[src/rtl/px_pkg.sv]
// Shared types and constants for the P-X state sequencer.
// The sequencer phases, the default phase lengths and the helper
// that sizes the phase and timeout counters all live here.
package px_pkg;

  typedef enum logic [2:0] {
    IDLE  = 3'd0,
    S1    = 3'd1,
    WBUS  = 3'd2,
    S2    = 3'd3,
    WSTEP = 3'd4,
    GOT   = 3'd5
  } px_seq_t;

  localparam int DEF_T_S1    = 4;
  localparam int DEF_T_S1L   = 6;
  localparam int DEF_T_S2    = 3;
  localparam int DEF_T_GOT   = 2;
  localparam int DEF_T_ALARM = 250;

  // Width needed to hold the largest of the timing constants.
  function automatic int cnt_width(input int t_s1, input int t_s1l, input int t_s2,
                                   input int t_got, input int t_alarm);
    int m;
    m = t_s1;
    if (t_s1l > m) m = t_s1l;
    if (t_s2 > m) m = t_s2;
    if (t_got > m) m = t_got;
    if (t_alarm > m) m = t_alarm;
    return $clog2(m + 1);
  endfunction

endpackage

[src/rtl/px_seq_if.sv]
// System-bus handshake between the sequencer and the bus arbiter.
// The sequencer is the master: it raises ZG and reports the outcome of
// each transaction (OK pulse, EN flag, sticky alarm).
interface px_seq_if;

  logic zg;
  logic zw;
  logic ren;
  logic rok;
  logic ok;
  logic en_flag;
  logic alarm;

  modport master (
    output zg,
    output ok,
    output en_flag,
    output alarm,
    input  zw,
    input  ren,
    input  rok
  );

  modport slave (
    input  zg,
    input  ok,
    input  en_flag,
    input  alarm,
    output zw,
    output ren,
    output rok
  );

endinterface

[src/rtl/px_phase_cnt.sv]
// Loadable down-counter used to time sequencer phases and the bus timeout.
// done is high while the count is on its last cycle (1) or exhausted (0),
// so a phase loaded with N lasts N enabled cycles.
module px_phase_cnt #(
  parameter int W = 4
) (
  input  logic         clk,
  input  logic         load,
  input  logic [W-1:0] load_val,
  input  logic         en,
  output logic         done
);

  logic [W-1:0] cnt;

  // Load wins over counting; the count parks at zero instead of wrapping.
  always_ff @(posedge clk) begin
    if (load) begin
      cnt <= load_val;
    end else if (en && (cnt != '0)) begin
      cnt <= cnt - 1'b1;
    end
  end

  assign done = (cnt <= W'(1));

endmodule

[src/rtl/px_seq.sv]
// P-X state sequencer and strobe generator.
// Walks each instruction state through STROB1, an optional bus
// transaction, an optional STROB2, an optional panel step wait and GOT,
// at which point the decode logic's next-state vector is taken.
module px_seq
  import px_pkg::*;
#(
  parameter int                 NSTATES     = 32,
  parameter logic [NSTATES-1:0] RESET_STATE = {{(NSTATES-1){1'b0}}, 1'b1},
  parameter logic [NSTATES-1:0] LONG_MASK   = '0,
  parameter logic [NSTATES-1:0] S2_MASK     = '1,
  parameter logic [NSTATES-1:0] BUS_MASK    = '0,
  parameter int                 T_S1        = DEF_T_S1,
  parameter int                 T_S1L       = DEF_T_S1L,
  parameter int                 T_S2        = DEF_T_S2,
  parameter int                 T_GOT       = DEF_T_GOT,
  parameter int                 T_ALARM     = DEF_T_ALARM
) (
  input  logic               __clk,
  input  logic               clo,
  input  logic [NSTATES-1:0] enter,
  input  logic [NSTATES-1:0] set,
  input  logic               mode,
  input  logic               step,
  input  logic               strob_fp,
  px_seq_if.master           bus,
  output logic [NSTATES-1:0] state,
  output logic               strob1,
  output logic               strob2,
  output logic               got,
  output logic               busy
);

  localparam int CW = cnt_width(T_S1, T_S1L, T_S2, T_GOT, T_ALARM);

  localparam logic [CW-1:0] S1_LEN  = CW'(T_S1);
  localparam logic [CW-1:0] S1L_LEN = CW'(T_S1L);
  localparam logic [CW-1:0] S2_LEN  = CW'(T_S2);
  localparam logic [CW-1:0] GOT_LEN = CW'(T_GOT);
  localparam logic [CW-1:0] AL_LEN  = CW'(T_ALARM - 1);

  localparam logic [CW-1:0] RST_S1_LEN = (|(RESET_STATE & LONG_MASK)) ? S1L_LEN : S1_LEN;
  localparam logic          RST_BUS    = |(RESET_STATE & BUS_MASK);
  localparam logic          RST_S2     = |(RESET_STATE & S2_MASK);

  px_seq_t            seq_q, seq_nxt;
  logic [NSTATES-1:0] state_q, state_nxt;
  logic               strob1_q, strob1_nxt;
  logic               strob2_q, strob2_nxt;
  logic               got_q, got_nxt;
  logic               busy_q, busy_nxt;
  logic               zg_q, zg_nxt;
  logic               ok_q, ok_nxt;
  logic               en_flag_q, en_flag_nxt;
  logic               alarm_q, alarm_nxt;
  logic               is_bus_q, is_bus_nxt;
  logic               is_s2_q, is_s2_nxt;
  logic               got_first_q, got_first_nxt;
  logic               step_q;

  logic               ph_load, ph_en, ph_done, ph_active, ph_end;
  logic [CW-1:0]      ph_val;
  logic               al_load, al_en, al_done;
  logic               reply, step_rise;
  logic               go_s1, go_wbus, go_s2, go_gate, go_got;

  px_phase_cnt #(.W(CW)) u_phase (
    .clk      (__clk),
    .load     (ph_load),
    .load_val (ph_val),
    .en       (ph_en),
    .done     (ph_done)
  );

  px_phase_cnt #(.W(CW)) u_alarm (
    .clk      (__clk),
    .load     (al_load),
    .load_val (AL_LEN),
    .en       (al_en),
    .done     (al_done)
  );

  // The first S1 cycle after clo has strob1 low and must not consume
  // phase time, so S1 only counts while its strobe is actually up.
  assign ph_active = ((seq_q == S1) && strob1_q) || (seq_q == S2) || (seq_q == GOT);
  assign ph_en     = ph_active;
  assign ph_end    = ph_active && ph_done;
  assign al_en     = (seq_q == WBUS);
  assign reply     = bus.zw & (bus.rok | bus.ren);
  assign step_rise = step & ~step_q;

  // Next-state and next-output decode; every output is registered from here.
  always_comb begin
    seq_nxt     = seq_q;
    state_nxt   = (seq_q == GOT && got_first_q) ? (enter | set) : (state_q | set);
    zg_nxt      = 1'b0;
    ok_nxt      = 1'b0;
    en_flag_nxt = en_flag_q;
    alarm_nxt   = alarm_q;
    is_bus_nxt  = is_bus_q;
    is_s2_nxt   = is_s2_q;
    ph_load     = 1'b0;
    ph_val      = S1_LEN;
    al_load     = 1'b0;
    go_s1       = 1'b0;
    go_wbus     = 1'b0;
    go_s2       = 1'b0;
    go_gate     = 1'b0;
    go_got      = 1'b0;

    case (seq_q)
      IDLE: begin
        if (|state_q) go_s1 = 1'b1;
      end
      S1: begin
        if (ph_end) begin
          if (is_bus_q)     go_wbus = 1'b1;
          else if (is_s2_q) go_s2   = 1'b1;
          else              go_gate = 1'b1;
        end
      end
      WBUS: begin
        if (ok_q) begin
          if (is_s2_q) go_s2   = 1'b1;
          else         go_gate = 1'b1;
        end else if (reply) begin
          ok_nxt      = 1'b1;
          zg_nxt      = 1'b1;
          en_flag_nxt = bus.ren & ~bus.rok;
        end else if (al_done) begin
          ok_nxt    = 1'b1;
          alarm_nxt = 1'b1;
        end else begin
          zg_nxt = 1'b1;
        end
      end
      S2: begin
        if (ph_end) go_gate = 1'b1;
      end
      WSTEP: begin
        if (step_rise || !mode) go_got = 1'b1;
      end
      GOT: begin
        if (ph_end) begin
          if (|state_nxt) go_s1   = 1'b1;
          else            seq_nxt = IDLE;
        end
      end
      default: seq_nxt = IDLE;
    endcase

    if (go_gate) begin
      if (mode) seq_nxt = WSTEP;
      else      go_got  = 1'b1;
    end

    if (go_s1) begin
      seq_nxt    = S1;
      ph_load    = 1'b1;
      ph_val     = (|(state_nxt & LONG_MASK)) ? S1L_LEN : S1_LEN;
      is_bus_nxt = |(state_nxt & BUS_MASK);
      is_s2_nxt  = |(state_nxt & S2_MASK);
    end

    if (go_wbus) begin
      seq_nxt     = WBUS;
      al_load     = 1'b1;
      zg_nxt      = 1'b1;
      en_flag_nxt = 1'b0;
    end

    if (go_s2) begin
      seq_nxt = S2;
      ph_load = 1'b1;
      ph_val  = S2_LEN;
    end

    if (go_got) begin
      seq_nxt = GOT;
      ph_load = 1'b1;
      ph_val  = GOT_LEN;
    end

    if (clo) begin
      ph_load = 1'b1;
      ph_val  = RST_S1_LEN;
      al_load = 1'b0;
    end

    strob1_nxt    = (seq_nxt == S1) ||
                    (strob_fp && (seq_nxt == IDLE || seq_nxt == WSTEP));
    strob2_nxt    = (seq_nxt == S2);
    got_nxt       = (seq_nxt == GOT);
    busy_nxt      = !(seq_nxt == IDLE || seq_nxt == WSTEP);
    got_first_nxt = (seq_nxt == GOT) && (seq_q != GOT);
  end

  // Sequencer and output registers; clo restarts at S1 of RESET_STATE.
  always_ff @(posedge __clk) begin
    if (clo) begin
      seq_q       <= S1;
      state_q     <= RESET_STATE;
      strob1_q    <= 1'b0;
      strob2_q    <= 1'b0;
      got_q       <= 1'b0;
      busy_q      <= 1'b1;
      zg_q        <= 1'b0;
      ok_q        <= 1'b0;
      en_flag_q   <= 1'b0;
      alarm_q     <= 1'b0;
      is_bus_q    <= RST_BUS;
      is_s2_q     <= RST_S2;
      got_first_q <= 1'b0;
      step_q      <= step;
    end else begin
      seq_q       <= seq_nxt;
      state_q     <= state_nxt;
      strob1_q    <= strob1_nxt;
      strob2_q    <= strob2_nxt;
      got_q       <= got_nxt;
      busy_q      <= busy_nxt;
      zg_q        <= zg_nxt;
      ok_q        <= ok_nxt;
      en_flag_q   <= en_flag_nxt;
      alarm_q     <= alarm_nxt;
      is_bus_q    <= is_bus_nxt;
      is_s2_q     <= is_s2_nxt;
      got_first_q <= got_first_nxt;
      step_q      <= step;
    end
  end

  assign state       = state_q;
  assign strob1      = strob1_q;
  assign strob2      = strob2_q;
  assign got         = got_q;
  assign busy        = busy_q;
  assign bus.zg      = zg_q;
  assign bus.ok      = ok_q;
  assign bus.en_flag = en_flag_q;
  assign bus.alarm   = alarm_q;

endmodule
[src/flat_wrapper.sv]
// flat-port wrapper written by rule: the top's interface ports become plain ports
module px_seq_flat import px_pkg::*;
#(
  parameter int                 NSTATES     = 32,
  parameter logic [NSTATES-1:0] RESET_STATE = {{(NSTATES-1){1'b0}}, 1'b1},
  parameter logic [NSTATES-1:0] LONG_MASK   = '0,
  parameter logic [NSTATES-1:0] S2_MASK     = '1,
  parameter logic [NSTATES-1:0] BUS_MASK    = '0,
  parameter int                 T_S1        = DEF_T_S1,
  parameter int                 T_S1L       = DEF_T_S1L,
  parameter int                 T_S2        = DEF_T_S2,
  parameter int                 T_GOT       = DEF_T_GOT,
  parameter int                 T_ALARM     = DEF_T_ALARM
)
  (__clk, clo, enter, set, mode, step, strob_fp, state, strob1, strob2, got, busy, bus_zg, bus_ok, bus_en_flag, bus_alarm, bus_zw, bus_ren, bus_rok);
  px_seq_if bus_i ();
  input  logic __clk;
  input  logic clo;
  input  logic [NSTATES-1:0] enter;
  input  logic [NSTATES-1:0] set;
  input  logic mode;
  input  logic step;
  input  logic strob_fp;
  output logic [NSTATES-1:0] state;
  output logic strob1;
  output logic strob2;
  output logic got;
  output logic busy;
  output wire logic [$bits(bus_i.zg)-1:0] bus_zg;
  output wire logic [$bits(bus_i.ok)-1:0] bus_ok;
  output wire logic [$bits(bus_i.en_flag)-1:0] bus_en_flag;
  output wire logic [$bits(bus_i.alarm)-1:0] bus_alarm;
  input wire logic [$bits(bus_i.zw)-1:0] bus_zw;
  input wire logic [$bits(bus_i.ren)-1:0] bus_ren;
  input wire logic [$bits(bus_i.rok)-1:0] bus_rok;
  assign bus_zg = bus_i.zg;
  assign bus_ok = bus_i.ok;
  assign bus_en_flag = bus_i.en_flag;
  assign bus_alarm = bus_i.alarm;
  assign bus_i.zw = bus_zw;
  assign bus_i.ren = bus_ren;
  assign bus_i.rok = bus_rok;
  px_seq #(.NSTATES(NSTATES), .RESET_STATE(RESET_STATE), .LONG_MASK(LONG_MASK), .S2_MASK(S2_MASK), .BUS_MASK(BUS_MASK), .T_S1(T_S1), .T_S1L(T_S1L), .T_S2(T_S2), .T_GOT(T_GOT), .T_ALARM(T_ALARM)) u_core (.__clk(__clk), .clo(clo), .enter(enter), .set(set), .mode(mode), .step(step), .strob_fp(strob_fp), .bus(bus_i), .state(state), .strob1(strob1), .strob2(strob2), .got(got), .busy(busy));
endmodule
[config.mk]
export PLATFORM = sky130hd
export DESIGN_NAME = px_seq_flat
export DESIGN_NICKNAME = d
export VERILOG_FILES = /design/src/rtl/px_pkg.sv /design/src/rtl/px_seq_if.sv /design/src/rtl/px_phase_cnt.sv /design/src/rtl/px_seq.sv /design/src/flat_wrapper.sv
export SDC_FILE = /design/constraint.sdc
export NUM_CORES = 1
export LEC_CHECK = 0
export ABC_AREA = 1
export CAP_MARGIN = 25
export CORE_UTILIZATION = 25
export DETAILED_ROUTE_END_ITERATION = 10
export PLACE_DENSITY = 0.51
export SYNTH_ARGS = -nofsm -noshare
export SYNTH_HDL_FRONTEND = slang
export SYNTH_HIERARCHICAL = 1
export SYNTH_SLANG_ARGS = --single-unit
[constraint.sdc]
create_clock -name __clk -period 2.3 [get_ports __clk]
set_input_delay 0.345 -clock __clk [delete_from_list [all_inputs] [get_ports __clk]]
set_output_delay 0.345 -clock __clk [all_outputs]
set_load 0.005 [all_outputs]
=== Word level (Yosys, flattened, before mapping) ===
Index checks and enable logic that the tools add are counted.

* Flip-flop bits (word level): 62
* Input bits: 72
* Output and inout bits: 40

* Add/sub/neg operators: 2
* Magnitude comparators: 2
* Equal/unequal tests: 10
* Muxes and demuxes: 39
* Bitwise gates (word level): 11
* Reduce and logical (&&, ||, !) cells: 25

{| class="wikitable"
|+ Operators with widths
! cell !! number
|-
| OR 32 bit || 2
|-
| OR reduction 32 bit || 2
|-
| two-way mux 32 bit || 1
|-
| two-way mux 3 bit || 10
|-
| two-way mux 1 bit || 22
|-
| <= comparator 8 x 1 -> 1 bit (second input constant) || 2
|-
| two-way mux 8 bit || 2
|-
| nonzero test 8 bit || 2
|-
| subtractor 8 x 1 -> 8 bit (second input constant) || 2
|-
| equality test 3 bit (second input constant) || 4
|-
| equality test 3 x 2 -> 1 bit (second input constant) || 3
|-
| logical AND 1 bit || 7
|-
| equality test 3 x 1 -> 1 bit (second input constant) || 2
|-
| logical NOT 3 bit || 2
|-
| case mux 3 bit (2 select lines) || 1
|-
| logical OR 1 bit || 5
|-
| NOT 1 bit || 5
|-
| OR reduction 5 bit || 1
|-
| case mux 1 bit (2 select lines) || 2
|-
| AND reduction 4 bit || 1
|-
| AND 1 bit || 3
|-
| inequality test 3 bit (second input constant) || 1
|-
| case mux 1 bit (3 select lines) || 1
|-
| AND reduction 3 bit || 1
|-
| other kinds (4) || 5
|}

=== Longest topological paths before layout ===
* Depth after elaboration: 16
* Gate-level depth with buffers: 19
* Mapped depth without buffers: 17

=== Modules after synthesis ===
The synthesis kept the hierarchy.

{| class="wikitable"
|+ Modules (own cells, without submodules)
! module !! times used !! cells each !! area each (um2) !! seq. area each (um2)
|-
| px_seq || 1 || 443 || 2565.0 || 920.9
|-
| px_phase_cnt || 2 || 69 || 531.8 || 240.2
|}

=== Least setup slack after synthesis ===
Ideal clock, no wire load.

* Path kind: reg2reg
* From: register u_core.u_phase.cnt[0]
* To: register u_core.u_phase.cnt[0] (enable)
* Setup time: 329 ps
* Arrival time: 2160 ps
* Required time: 1971 ps
* Setup slack: -189 ps
* Stages on the path, launching flop included: 16
* Path buffers: 1
* Period minus slack after synthesis: 2489 ps
* Cell sequence: edfxtp_1 -> inv_1 -> ha_1 -> nor2_1 -> nor2_1 -> nand2_1 -> a21oi_1 -> nand3b_1 -> o21ai_0 -> inv_1 -> o21ai_2 -> nor2_2 -> nand2_1 -> buf_2 -> inv_1 -> nand2_1

* Cells in the longest elaborated chain, start to end: 9
* Elaborated cells between the ends (all ways): 17
* Those cells by class: order compare (1); mux (12); reduce/logical (4)

{| class="wikitable"
|+ Ends and longest elaborated chain
! what !! line !! source
|-
| start, declared || px_phase_cnt.sv:14 || <nowiki>logic [W-1:0] cnt;</nowiki>
|-
| start signal, assigned || px_phase_cnt.sv:19 || <nowiki>cnt <= load_val;</nowiki>
|-
| start signal, assigned || px_phase_cnt.sv:21 || <nowiki>cnt <= cnt - 1'b1;</nowiki>
|-
| <= comparator 8 x 1 -> 1 bit * || px_phase_cnt.sv:25 || <nowiki>assign done = (cnt <= W'(1));</nowiki>
|-
| net u_core.ph_done || px_seq.sv:61 || <nowiki>logic ph_load, ph_en, ph_done, ph_active, ph_end;</nowiki>
|-
| logical AND 1 bit * || px_seq.sv:87 || <nowiki>assign ph_end = ph_active && ph_done;</nowiki>
|-
| two-way mux 1 bit || px_seq.sv:144 || <nowiki>if (ph_end) begin</nowiki>
|-
| case mux 1 bit (2 select lines) || px_seq.sv:111 || <nowiki>case (seq_q)</nowiki>
|-
| two-way mux 1 bit || px_seq.sv:157 || <nowiki>if (go_s1) begin</nowiki>
|-
| two-way mux 1 bit || px_seq.sv:172 || <nowiki>if (go_s2) begin</nowiki>
|-
| two-way mux 1 bit * || px_seq.sv:178 || <nowiki>if (go_got) begin</nowiki>
|-
| two-way mux 1 bit * || px_seq.sv:184 || <nowiki>if (clo) begin</nowiki>
|-
| net u_core.ph_load || px_seq.sv:61 ||
|-
| nonzero test 2 bit (no line) * || n/a ||
|}

Mark *: on every way through the listed nets, which the timed path passes. The rest lies on a longest branch.
A chain may end at the register's enable or synchronous reset.

=== Worst setup path after layout ===
* From: register u_core.seq_q[1]
* To: register u_core.strob1_q (netlist: u_core/strob1)

* Cells in the longest elaborated chain, start to end: 16
* Elaborated cells between the ends (all ways): 39
* Those cells by class: eq/ne (7); mux (20); reduce/logical (12)

{| class="wikitable"
|+ Ends and longest elaborated chain
! what !! line !! source
|-
| start, declared || px_seq.sv:46 || <nowiki>px_seq_t seq_q, seq_nxt;</nowiki>
|-
| start signal, assigned || px_seq.sv:216 || <nowiki>seq_q <= seq_nxt;</nowiki>
|-
| equality test 3 bit / equality test 3 x 1 -> 1 bit (equally long branches) || px_seq.sv:85, px_seq.sv:95, px_seq.sv:111 ||
|-
| logical AND 1 bit, on equally long branches || px_seq.sv:95, px_seq.sv:85 ||
|-
| two-way mux 32 bit / logical OR 1 bit (equally long branches) || px_seq.sv:95, px_seq.sv:85 ||
|-
| OR reduction 32 bit / logical OR 1 bit (equally long branches) || px_seq.sv:145, px_seq.sv:85 ||
|-
| two-way mux 3 bit / logical AND 1 bit (equally long branches) || px_seq.sv:145, px_seq.sv:87 ||
|-
| two-way mux 3 bit || px_seq.sv:144 ||
|-
| case mux 3 bit (2 select lines) || px_seq.sv:111 ||
|-
| two-way mux 3 bit || px_seq.sv:153 || <nowiki>if (mode) seq_nxt = WSTEP;</nowiki>
|-
| two-way mux 3 bit || px_seq.sv:152 || <nowiki>if (go_gate) begin</nowiki>
|-
| two-way mux 3 bit || px_seq.sv:157 ||
|-
| two-way mux 3 bit || px_seq.sv:172 ||
|-
| two-way mux 3 bit * || px_seq.sv:178 ||
|-
| equality test 3 bit / logical NOT 3 bit (equally long branches) || px_seq.sv:191 || <nowiki>(strob_fp && (seq_nxt == IDLE || seq_nxt == WSTEP));</nowiki>
|-
| logical OR 1 bit || px_seq.sv:191 ||
|-
| logical AND 1 bit || px_seq.sv:191 ||
|-
| logical OR 1 bit * || px_seq.sv:190 || <nowiki>strob1_nxt = (seq_nxt == S1) ||</nowiki>
|-
| end signal, assigned || px_seq.sv:218 || <nowiki>strob1_q <= strob1_nxt;</nowiki>
|-
| end, declared || px_seq.sv:48 || <nowiki>logic strob1_q, strob1_nxt;</nowiki>
|}

Mark *: on every way between the ends. The rest lies on a longest branch, timed or not.

==> impl_metrics.tcl <==
set metrics [dict create \
    run_status "finished, violations left" \
    violations "setup timing" \
    antenna_found_initial 0 \
    post-place-ws_ps -245.4 \
    cp_num_buf_inv 5 \
    cp_cell_sequence "inv_2, nand4_4, buf_12, buf_16, nand2_4, nand2_2, nor2_1, nand2_1, nor2_2, nand2_2, nor2_4, buf_4, buf_6, nand3_2, nand2_1, nand2_1, a21oi_2, nand3_1, a21oi_2" \
    hp-class "flip-flop to flip-flop" \
    vias 3876 \
    post-route-min-period_ps 2423 \
    fin_area_um2 5897 \
    gr-total-overflow 0 \
    drt_iter0_drc 214 \
    top_usage_layer "met2" \
    yosysTopAreaCell "dfxtp_1" \
    grt_util_met1 0.1979 \
    antenna_left 0 \
    slowest_delay_ps 320 \
    hold_violations 0 \
    synth_compound_area_frac 0.09724 \
    final-max-slew-violation-count 0 \
    postSynthAreaPerCell_um2 6.245 \
    synthTopCellsByCount "nand2_1, inv_1, nor2_1" \
    drive_gt1_frac 0.1544 \
    use_met2 0.2310 \
    io_buffers 111 \
    drcViolationCount 0 \
    area_delta_synth_final_pct 62.52 \
    crit_top_cell "nand2_1" \
    synthAdderAreaFrac 0.02069 \
    drt-total-wl_um 10770 \
    yosysMostFrequentCell "nand2_1" \
    peakVddDrop_uv 297.6 \
    clk_path_buf_depth 2 \
    setup_viol 17 \
    cts_buffers 9 \
    grt_usage 0.1502 \
    fin_crit_sh 1.054 \
    crit_required_ps 2560 \
    p_int_mw 2.393 \
    diodes 0 \
    gp_congestion 0.8203 \
    post_drt_wl_per_cell_um 11.48 \
    synth_seq_area_share 0.3862 \
    power_frac_clock 0.428 \
    synth_top_area_frac 0.2538 \
    worstSetupPathType "flip-flop to flip-flop" \
    p_leak_nw 2.969 \
    synth_mux_area_frac 0 \
    rsz0062_at_grt "true" \
    nets 831 \
    ys.warnings.count 6 \
    fmax_mhz 412.6 \
    setup_tns_ps -1544 \
    die_h_um 122.5 \
    synth.distinct_cells 28 \
    grt_max_degree 38 \
    switching_share 0.2468 \
    place_hpwl_um 8063 \
    dr.pass1.iters 4 \
    pwr-share-comb 0.174 \
    tritoncts "done" \
    crit_family "simple AND/OR/NAND/NOR gates" \
    synthArstFlopShare 0 \
    dp_cells 909 \
    grt_pass1_wl_um 17440 \
    pwr-share-seq 0.397 \
    cts-htree-levels 3 \
    syn_area_um2 3628 \
    syn_inst 581 \
    die_w_um 122.5 \
    power_switching_mw 0.7840 \
    crit_arrival_ps 2680 \
    start_util 0.2584 \
    instances_no_fill 938 \
    clk_latency_ps 330 \
    finClkSkew_ps 5.113 \
    fin_ws_ps -123.4 \
    clk_pin_slew_ps 50 \
    grt_pass1_vias 3672 \
    met3_usage 0.04833 \
    worstPathMaxFanout 7 \
    core-area_um2 14040 \
    synth_top_family_by_area "simple AND/OR/NAND/NOR gates" \
    synth-xor-area-share 0 \
    rows 43 \
    postPlaceCellArea_um2 5254 \
    pin_count 112 \
    cp_slowest_cell "dfxtp_2" \
    powerDensity_nw_per_um2 538.8 \
    synth_flop_cell "dfxtp_1" \
    cap_violations 0 \
    crit_path_start_kind "flip-flop" \
    synth_edf_count 16 \
    total_power_mw 3.177 \
    fp.dieArea_um2 15000 \
    vias_per_cell 4.132 \
    cts_root_buf "clkbuf_16" \
    cts_sinks 62 \
    synth-simple-area-share 0.3424 \
    synth_area_leaders "dfxtp_1, nand2_1, edfxtp_1" \
    ys_seq_elements 62 \
    end_kind "flip-flop" \
]
placed cells by master, fill, tap and decap left out, types with 2 or more instances in the layout:
cell type / synthesis / routed
dfxtp_2: 0 / 3
conb_1: 2 / 14
clkbuf_1: 5 / 2
nor3_2: 0 / 2
edfxtp_1: 16 / 16
nand3b_1: 3 / 3
inv_1: 126 / 123
o21ai_0: 47 / 45
clkdlybuf4s50_1: 0 / 111
a21oi_2: 1 / 5
buf_6: 0 / 4
nor2_4: 2 / 5
nand2_4: 0 / 3
or2_0: 2 / 2
nand3_2: 0 / 2
nor2_1: 113 / 99
nand2_2: 0 / 7
nor2_2: 3 / 14
nand4_1: 7 / 7
buf_4: 2 / 42
o21ai_2: 1 / 2
clkinv_2: 0 / 2
dfxtp_1: 46 / 43
nand3_1: 15 / 13
clkbuf_16: 0 / 12
a31oi_1: 2 / 2
buf_16: 0 / 2
a21oi_1: 14 / 10
nand2_1: 148 / 138
inv_2: 2 / 4
nor4_1: 4 / 4
ha_1: 6 / 6
buf_12: 0 / 3
timing repair:
| action | 4_1_cts | 5_1_grt |
|---|---|---|
| pin swaps | 4 | 9 |
| gates cloned | 2 | 1 |
| setup endpoints to repair | 19 | 22 |
| hold buffers | 0 | 0 |
| gates resized for setup | 22 | 31 |
| setup buffers | 8 | 2 |
path summary, 6_finish.rpt:
| check | startpoint | to | slack, ps | cells past startpoint |
|---|---|---|---|---|
| max reg2reg | u_core/seq_q[1] | u_core/strob1 | -120 | 19 |
| max | u_core/seq_q[1] | u_core/strob1 | -120 | 19 |
| min | u_core/is_s2_q | u_core/is_s2_q | 470 | 1 |
| min reg2reg | u_core/is_s2_q | u_core/is_s2_q | 470 | 1 |
logic make-up (layout without fill, tap and decap cells):
family	after synthesis	after routing
AND/OR/NAND/NOR	302	302
buffers and inverters	142	307
AO/OA/AOI/OAI	67	67
flip-flops	62	62
adder cells (fa/ha/maj)	6	6
other	2	14
flip-flops by register name (all words and copies together), names as in the netlist:
signal              cells
u_core/busy             1
u_core/u_alarm/cnt      8
u_core/strob1           1
u_core/got              1
u_core/got_first_q      1
u_core/bus.zg           1
u_core/bus.ok           1
u_core/step_q           1
u_core/state           32
u_core/seq_q            3
u_core/bus.alarm        1
u_core/u_phase/cnt      8
u_core/is_s2_q          1
u_core/bus.en_flag      1
u_core/strob2           1
layer usage:
layer  wire (um)  vias to the layer above
li1            -                     2084
met1        5180                     1663
met2        4728                      117
met3         728                       12
met4         131                        0
met5           0                        -
power by group through the flow:
stage / sequential (mW) / combinational (mW) / clock, mW
4_1_cts: 1.26 / 0.545 / 1.41
2_1_floorplan: 1.27 / 0.228 / 0
3_3_place_gp: 1.28 / 0.533 / 0
6_report: 1.26 / 0.554 / 1.36
3_5_place_dp: 1.28 / 0.536 / 0
5_1_grt: 1.27 / 0.626 / 1.46
cell type report:
type	count	area, um^2
Clock buffer	14	296.5
Multi-Input combinational cell	389	1863
Clock inverter	2	10.01
Timing Repair Buffer	163	1612
Inverter	128	485.5
Fill cell	1455	8145
Tap cell	180	225.2
Sequential cell	62	1405
worst reg2reg max path, delay by kind of cell, from the launching register on:
kind / cells / cell delay, ps
compound gates: 2 / 350
buf+inv: 5 / 630
flops: 1 / 320
simple gates: 12 / 1060
through the flow:
| step | hold WS (ps) | util |
|---|---|---|
| after global routing | 486.9 | 0.4199 |
| final | 472.0 | 0.4199 |
| after global placement | 448.8 | 0.3741 |
| after detailed placement | 457.6 | 0.3741 |
| after CTS | 470.7 | 0.4097 |
| after floorplan | 372.7 | - |
No activity file was read; power rests on OpenSTA's default activity.
